$ cat config.mk
export PLATFORM = sky130hd
export DESIGN_NAME = oled_border_shape_renderer
export DESIGN_NICKNAME = d
export VERILOG_FILES = /design/src/rtl/oled_render_pkg.sv /design/src/rtl/oled_pixel_coord.sv /design/src/rtl/oled_border_shape_renderer.sv
export SDC_FILE = /design/constraint.sdc
export NUM_CORES = 1
export LEC_CHECK = 0
export BUFFER_PORTS_ARGS = -buffer_cell sky130_fd_sc_hd__buf_2
export CORE_AREA = 2 2 81 83
export CTS_CLUSTER_DIAMETER = 30
export DETAILED_ROUTE_END_ITERATION = 16
export DIE_AREA = 0 0 83 85
export PLACE_DENSITY_LB_ADDON = 0.08
export SLEW_MARGIN = 5
export SYNTH_ARGS = -nofsm -noshare
export SYNTH_HDL_FRONTEND = slang
export SYNTH_SLANG_ARGS = --single-unit
$ cat constraint.sdc
create_clock -name clk -period 4.7 [get_ports clk]
set_input_delay 0 -clock clk [delete_from_list [all_inputs] [get_ports clk]]
set_output_delay 0 -clock clk [all_outputs]
set_load 0.05 [all_outputs]
$ cat src/rtl/oled_render_pkg.sv
// Shared colour constants, shape codes and input sanitising helpers for the OLED
// border/shape renderer. Optional feature macro: SHAPE_BLINK_EN.
package oled_render_pkg;

  localparam logic [15:0] ORANGE = 16'hFC00;
  localparam logic [15:0] GREEN  = 16'h07E0;
  localparam logic [15:0] RED    = 16'hF800;
  localparam logic [15:0] BLUE   = 16'h001F;
  localparam logic [15:0] YELLOW = 16'hFFE0;
  localparam logic [15:0] BLACK  = 16'h0000;

  // Coordinate / distance width; wide enough for any row a 13-bit index can produce.
  localparam int CW = 8;

  typedef enum logic [1:0] {
    SHAPE_NONE    = 2'd0,
    SHAPE_SQUARE  = 2'd1,
    SHAPE_DIAMOND = 2'd2,
    SHAPE_PLUS    = 2'd3
  } shape_e;

  // Values 4..7 on the 3-bit shape/stage inputs collapse to 0.
  function automatic logic [1:0] clip3(input logic [2:0] v);
    return v[2] ? 2'd0 : v[1:0];
  endfunction

endpackage

$ cat src/rtl/oled_pixel_coord.sv
// S1 stage: pixel_index -> registered col/row, edge distance d, and |col-CX|, |row-CY|.
module oled_pixel_coord
  import oled_render_pkg::*;
#(
  parameter int WIDTH  = 96,
  parameter int HEIGHT = 64,
  parameter int CX     = 48,
  parameter int CY     = 32
) (
  input  logic          clk,
  input  logic          reset,
  input  logic [12:0]   pixel_index_i,
  output logic [CW-1:0] col_o,
  output logic [CW-1:0] row_o,
  output logic [CW-1:0] d_o,
  output logic [CW-1:0] dx_o,
  output logic [CW-1:0] dy_o,
  output logic          valid_o
);

  logic [12:0]   col_full, row_full;
  logic [CW-1:0] col_c, row_c, right_c, bottom_c, dh_c, dv_c;
  logic [CW-1:0] d_d, dx_d, dy_d;
  logic          valid_d;

  // Split the row-major index and derive distances; out-of-range indices are flagged invalid
  always_comb begin
    col_full = pixel_index_i % 13'(WIDTH);
    row_full = pixel_index_i / 13'(WIDTH);
    col_c    = col_full[CW-1:0];
    row_c    = row_full[CW-1:0];
    valid_d  = (pixel_index_i < 13'(WIDTH * HEIGHT));
    right_c  = CW'(WIDTH - 1) - col_c;
    bottom_c = CW'(HEIGHT - 1) - row_c;
    dh_c     = (col_c < right_c) ? col_c : right_c;
    dv_c     = (row_c < bottom_c) ? row_c : bottom_c;
    d_d      = (dh_c < dv_c) ? dh_c : dv_c;
    dx_d     = (col_c >= CW'(CX)) ? (col_c - CW'(CX)) : (CW'(CX) - col_c);
    dy_d     = (row_c >= CW'(CY)) ? (row_c - CW'(CY)) : (CW'(CY) - row_c);
  end

  // S1 pipeline register
  always_ff @(posedge clk) begin
    if (reset) begin
      col_o   <= '0;
      row_o   <= '0;
      d_o     <= '0;
      dx_o    <= '0;
      dy_o    <= '0;
      valid_o <= 1'b0;
    end else begin
      col_o   <= col_c;
      row_o   <= row_c;
      d_o     <= d_d;
      dx_o    <= dx_d;
      dy_o    <= dy_d;
      valid_o <= valid_d;
    end
  end

endmodule

$ cat src/rtl/oled_border_shape_renderer.sv
// OLED border/shape renderer: orange frame, staged green rings and a centre shape,
// with frame-aligned state latching and a req/ack shape-select handshake.
// Optional feature macro: SHAPE_BLINK_EN (shape pixels blink on frame_cnt[BLINK_SHIFT]).
module oled_border_shape_renderer
  import oled_render_pkg::*;
#(
  parameter int WIDTH       = 96,
  parameter int HEIGHT      = 64,
  parameter int CX          = 48,
  parameter int CY          = 32,
  parameter int BLINK_SHIFT = 4
) (
  input  logic        clk,
  input  logic        reset,
  input  logic [12:0] pixel_index,
  input  logic        frame_begin,
  input  logic        orange_en,
  input  logic [2:0]  border_stage,
  input  logic        shape_req,
  input  logic [2:0]  shape_in,
  output logic        shape_ack,
  output logic [15:0] pixel_data
);

  typedef enum logic {HS_ARMED, HS_WAIT_LOW} hs_e;

  hs_e           hs_q, hs_d;
  logic          ack_q, ack_d;
  shape_e        pending_q, pending_d;
  shape_e        shape_q;
  logic [1:0]    stage_q;
  logic          orange_q;
  logic [15:0]   pix_q, pix_d;

  logic [CW-1:0] col_s1, row_s1, d_s1, dx_s1, dy_s1;
  logic          valid_s1;
  logic [CW:0]   manhattan;
  logic          green_hit, shape_hit, shape_blank;
  logic [15:0]   shape_colour;

  oled_pixel_coord #(
    .WIDTH  (WIDTH),
    .HEIGHT (HEIGHT),
    .CX     (CX),
    .CY     (CY)
  ) u_coord (
    .clk           (clk),
    .reset         (reset),
    .pixel_index_i (pixel_index),
    .col_o         (col_s1),
    .row_o         (row_s1),
    .d_o           (d_s1),
    .dx_o          (dx_s1),
    .dy_o          (dy_s1),
    .valid_o       (valid_s1)
  );

  // Handshake FSM register: pending shape and one-cycle ack
  always_ff @(posedge clk) begin
    if (reset) begin
      hs_q      <= HS_ARMED;
      ack_q     <= 1'b0;
      pending_q <= SHAPE_NONE;
    end else begin
      hs_q      <= hs_d;
      ack_q     <= ack_d;
      pending_q <= pending_d;
    end
  end

  // Handshake next state: capture once per request, re-arm after req is seen low
  always_comb begin
    hs_d      = hs_q;
    ack_d     = 1'b0;
    pending_d = pending_q;
    unique case (hs_q)
      HS_ARMED: if (shape_req) begin
        hs_d      = HS_WAIT_LOW;
        ack_d     = 1'b1;
        pending_d = shape_e'(clip3(shape_in));
      end
      HS_WAIT_LOW: if (!shape_req) hs_d = HS_ARMED;
      default: hs_d = HS_ARMED;
    endcase
  end

  // Frame latch: drawing state only changes at frame_begin so a scan never tears
  always_ff @(posedge clk) begin
    if (reset) begin
      orange_q <= 1'b0;
      stage_q  <= '0;
      shape_q  <= SHAPE_NONE;
    end else if (frame_begin) begin
      orange_q <= orange_en;
      stage_q  <= clip3(border_stage);
      shape_q  <= pending_q;
    end
  end

`ifdef SHAPE_BLINK_EN
  logic [7:0] frame_cnt_q;

  // Frame counter driving the shape blink
  always_ff @(posedge clk) begin
    if (reset)            frame_cnt_q <= '0;
    else if (frame_begin) frame_cnt_q <= frame_cnt_q + 8'd1;
  end

  assign shape_blank = frame_cnt_q[BLINK_SHIFT];
`else
  assign shape_blank = 1'b0;
`endif

  // S2 colour selection, first match wins
  always_comb begin
    manhattan    = {1'b0, dx_s1} + {1'b0, dy_s1};
    green_hit    = ((stage_q >= 2'd1) && (d_s1 == CW'(3) || d_s1 == CW'(4))) ||
                   ((stage_q >= 2'd2) && (d_s1 == CW'(6) || d_s1 == CW'(7))) ||
                   ((stage_q == 2'd3) && (d_s1 == CW'(9) || d_s1 == CW'(10)));
    shape_hit    = 1'b0;
    shape_colour = BLACK;
    unique case (shape_q)
      SHAPE_SQUARE: begin
        shape_hit    = (dx_s1 <= CW'(8)) && (dy_s1 <= CW'(8));
        shape_colour = RED;
      end
      SHAPE_DIAMOND: begin
        shape_hit    = (manhattan <= (CW+1)'(10));
        shape_colour = BLUE;
      end
      SHAPE_PLUS: begin
        shape_hit    = ((dx_s1 <= CW'(2)) && (dy_s1 <= CW'(10))) ||
                       ((dy_s1 <= CW'(2)) && (dx_s1 <= CW'(10)));
        shape_colour = YELLOW;
      end
      default: begin
        shape_hit    = 1'b0;
        shape_colour = BLACK;
      end
    endcase

    pix_d = BLACK;
    if (valid_s1 && orange_q) begin
      if (d_s1 == '0)                     pix_d = ORANGE;
      else if (green_hit)                 pix_d = GREEN;
      else if (shape_hit && !shape_blank) pix_d = shape_colour;
    end
  end

  // S2 output register
  always_ff @(posedge clk) begin
    if (reset) pix_q <= BLACK;
    else       pix_q <= pix_d;
  end

  assign shape_ack  = ack_q;
  assign pixel_data = pix_q;

  // col/row are carried in S1 for debug visibility only
  logic unused_coord;
  assign unused_coord = ^{col_s1, row_s1};

endmodule
==> qor.yml <==
fp.dieArea_um2: 7060
worstPathArrival_ps: 4450
status: "finished, final reports clean"
overflow: 0
antenna_left: 0
slew_headroom_pct: 59.8
finalCritPeriodShare_pct: 90.9
gr-max-usage-layer: "met2"
multi_input_comb_area_um2: 2180
htree_levels: 2
syn_area_per_cell_um2: 8.00
maxCapViolations: 0
yosys.area_share.xor_xnor_pct: 5.85
grt_max_degree: 31
synth.mux.area_fraction_pct: 2.43
cp-end-kind: "flop"
synth_most_common_cell: "dfxtp_1"
cts_sinks: 38
synth_common_cells: "dfxtp_1, nor2_1, a21oi_1"
comb_power_share_pct: 37.4
cts_tree: "built"
clk_pin_slew_ps: 80
first_pass_iters: 4
path_cells: "buf_2 > or3b_1 > a21oi_1 > o21a_1 > nor3_1 > xnor2_1 > a22oi_1 > o21ai_1 > inv_1 > ha_1 > nor2b_1 > nand2_1 > nor3_2 > nor3_4 > xnor2_1 > ha_1 > a211oi_1 > nor2b_1 > o31ai_1 > inv_1 > a21oi_4 > mux2_4"
postCtsSetupBuffers: 0
hold_ws_ps: 22.3
synth_top_family_by_area: "simple AND/OR/NAND/NOR gates"
worst-setup-path-type: "in2reg"
dp_hpwl_mm: 5.58
drc_errors: 0
grt_use_met3_pct: 1.95
die_w_um: 83
synth_edf_count: 0
yosysTopAreaCell: "dfxtp_1"
area_delta_synth_final_pct: 12.4
drt-initial-drc-count: 75
ys_ff_latch: 38
wl_per_cell_um: 14.0
critPathMaxFanout: 24
synth_flop_cell: "dfxtp_1"
stdcell_area_um2: 3530
switchingPower_uw: 381
netlist_instances: 393
swShare_pct: 33.5
clock_latency_ps: 290
slowest_delay_ps: 410
crit_required_ps: 4880
initial_core_util_pct: 50.7
period_minus_slack_ps: 4270
core_area_um2: 6200
post-place-ws_ps: 169
startpoint_type: "primary input"
netlist_area_um2: 3150
fin_skew_ps: 7.46
post_cts_resized: 0
synth_seq_area_share_pct: 24.2
layout-drive-gt1-share_pct: 17.1
die_y_um: 85
yosys.area_share.simple_pct: 27.1
antenna_cells: 0
stdcell_count: 505
rows: 29
grt_pass1_wl_mm: 11.9
drt-total-wl_mm: 7.09
synth_compound_area_share_pct: 24.2
synth_async_sr_flop_share_pct: 0
cts_hold_buf: 6
track_usage_pct: 20.2
fmax_ghz: 0.234
antenna_found_initial: 0
tns_ps: 0
met2_usage_pct: 35.0
final_hold_viol_count: 0
yosys.area_share.adder_pct: 8.99
grt_pass1_vias: 2574
setup-violations-final: 0
fillerInstances: 608
pwr_density_cell_nw_per_um2: 322
worstHoldPathType: "in2reg"
synth_top_area_share_pct: 24.2
pin_count: 41
via_per_inst: 5.68
nets: 473
ff_latch_area_um2: 761
leakage_uw: 0.00152
via_count: 2866
p_seq_share_pct: 33.8
ir_drop_uv: 247
gr-usage-met1_pct: 26.2
cp_slowest_cell: "or3b_1"
clockPowerShare_pct: 28.9
p_int_uw: 757
synth_warnings: 0
ys_top_cells_by_area: "dfxtp_1, ha_1, nor2_1"
cts_made_buffers: 5
rsz0062_at_grt: "false"
slew_viol_final: 0
root_buffer: "clkbuf_8"
tightest_slew_ps: 602
synth.distinct_cells: 74
setup_ws_ps: 426
dpl.cell_count: 491
reg2reg_slack_ps: 2760
clock_path_buffers: 2
gp_congestion: 0.830
postPlaceCellArea_um2: 3340
io_buffers: 40
## through the flow
| step | util (%) | power, µW |
|---|---|---|
| floorplan | - | 713 |
| global placement | 53.8 | 804 |
| detailed placement | 53.8 | 810 |
| CTS | 57.0 | 1140 |
| global route | 57.0 | 1220 |
| finish | 57.0 | 1140 |
## final timing paths
path                                                  from  depth (start not counted)                         to
worst max-delay path                       pixel_index[11]                         22  u_coord.d_o[6]$_SDFF_PP0_
worst min-delay path                           shape_in[2]                          4  pending_q[1]$_SDFFE_PP0P_
worst max register to register  u_coord.dy_o[1]$_SDFF_PP0_                         10   pixel_data[3]$_SDFF_PP0_
worst min register to register             hs_q$_SDFF_PP0_                          1       shape_ack$_SDFF_PP0_
## routing by layer
metal | wire [µm] | vias up
li1 | - | 1490
met1 | 3350 | 1307
met2 | 3400 | 61
met3 | 215 | 8
met4 | 132 | 0
met5 | 0 | -
## registers in the layout (all words and copies together), names as in the netlist
name,cells
u_coord.d_o,8
u_coord.dx_o,8
u_coord.dy_o,8
pixel_data,4
pending_q,2
shape_q,2
stage_q,2
hs_q,1
orange_q,1
shape_ack,1
u_coord.valid_o,1
## power groups by stage
stage / logic (µW) / registers, µW / clock network [µW]
2_1_floorplan: 328 / 385 / 0
3_3_place_gp: 414 / 390 / 0
3_5_place_dp: 419 / 391 / 0
4_1_cts: 425 / 384 / 336
5_1_grt: 482 / 388 / 348
6_report: 425 / 384 / 328
## final cells by class
cell class / count / share of cell area (%)
clock buffers: 5 / 1.95
multi-input cells: 316 / 61.6
repair buffers: 53 / 8.85
flip-flops and latches: 38 / 21.5
well taps: 77 / 2.73
clock inverters: 3 / 1.95
inverters: 13 / 1.38
## cells by family (layout without fill, tap and decap cells)
kind of cell / Yosys count / in the layout
XOR/XNOR: 21 / 21
other: 2 / 6
multiplexers: 7 / 7
AO/OA/AOI/OAI: 107 / 107
adder cells (fa/ha/maj): 22 / 22
buffers and inverters: 43 / 74
AND/OR/NAND/NOR: 153 / 153
flip-flops: 38 / 38
## worst max-delay path: cells and delay by family
family / cells / cell delay (ps)
simple gates: 7 / 1260
mux: 1 / 320
compound gates: 7 / 1290
fa+ha+maj: 2 / 650
buf+inv: 3 / 590
xor+xnor: 2 / 330
## placed cells by master, fill, tap and decap left out, types with 12 or more instances in the layout
cell type / count
nor2_1: 37
a21oi_1: 27
o21ai_0: 12
ha_1: 21
buf_2: 40
inv_1: 12
nand2b_1: 12
xnor2_1: 14
nor3_1: 14
nand2_1: 22
dfxtp_1: 38
No activity file was read; power rests on OpenSTA's default activity.
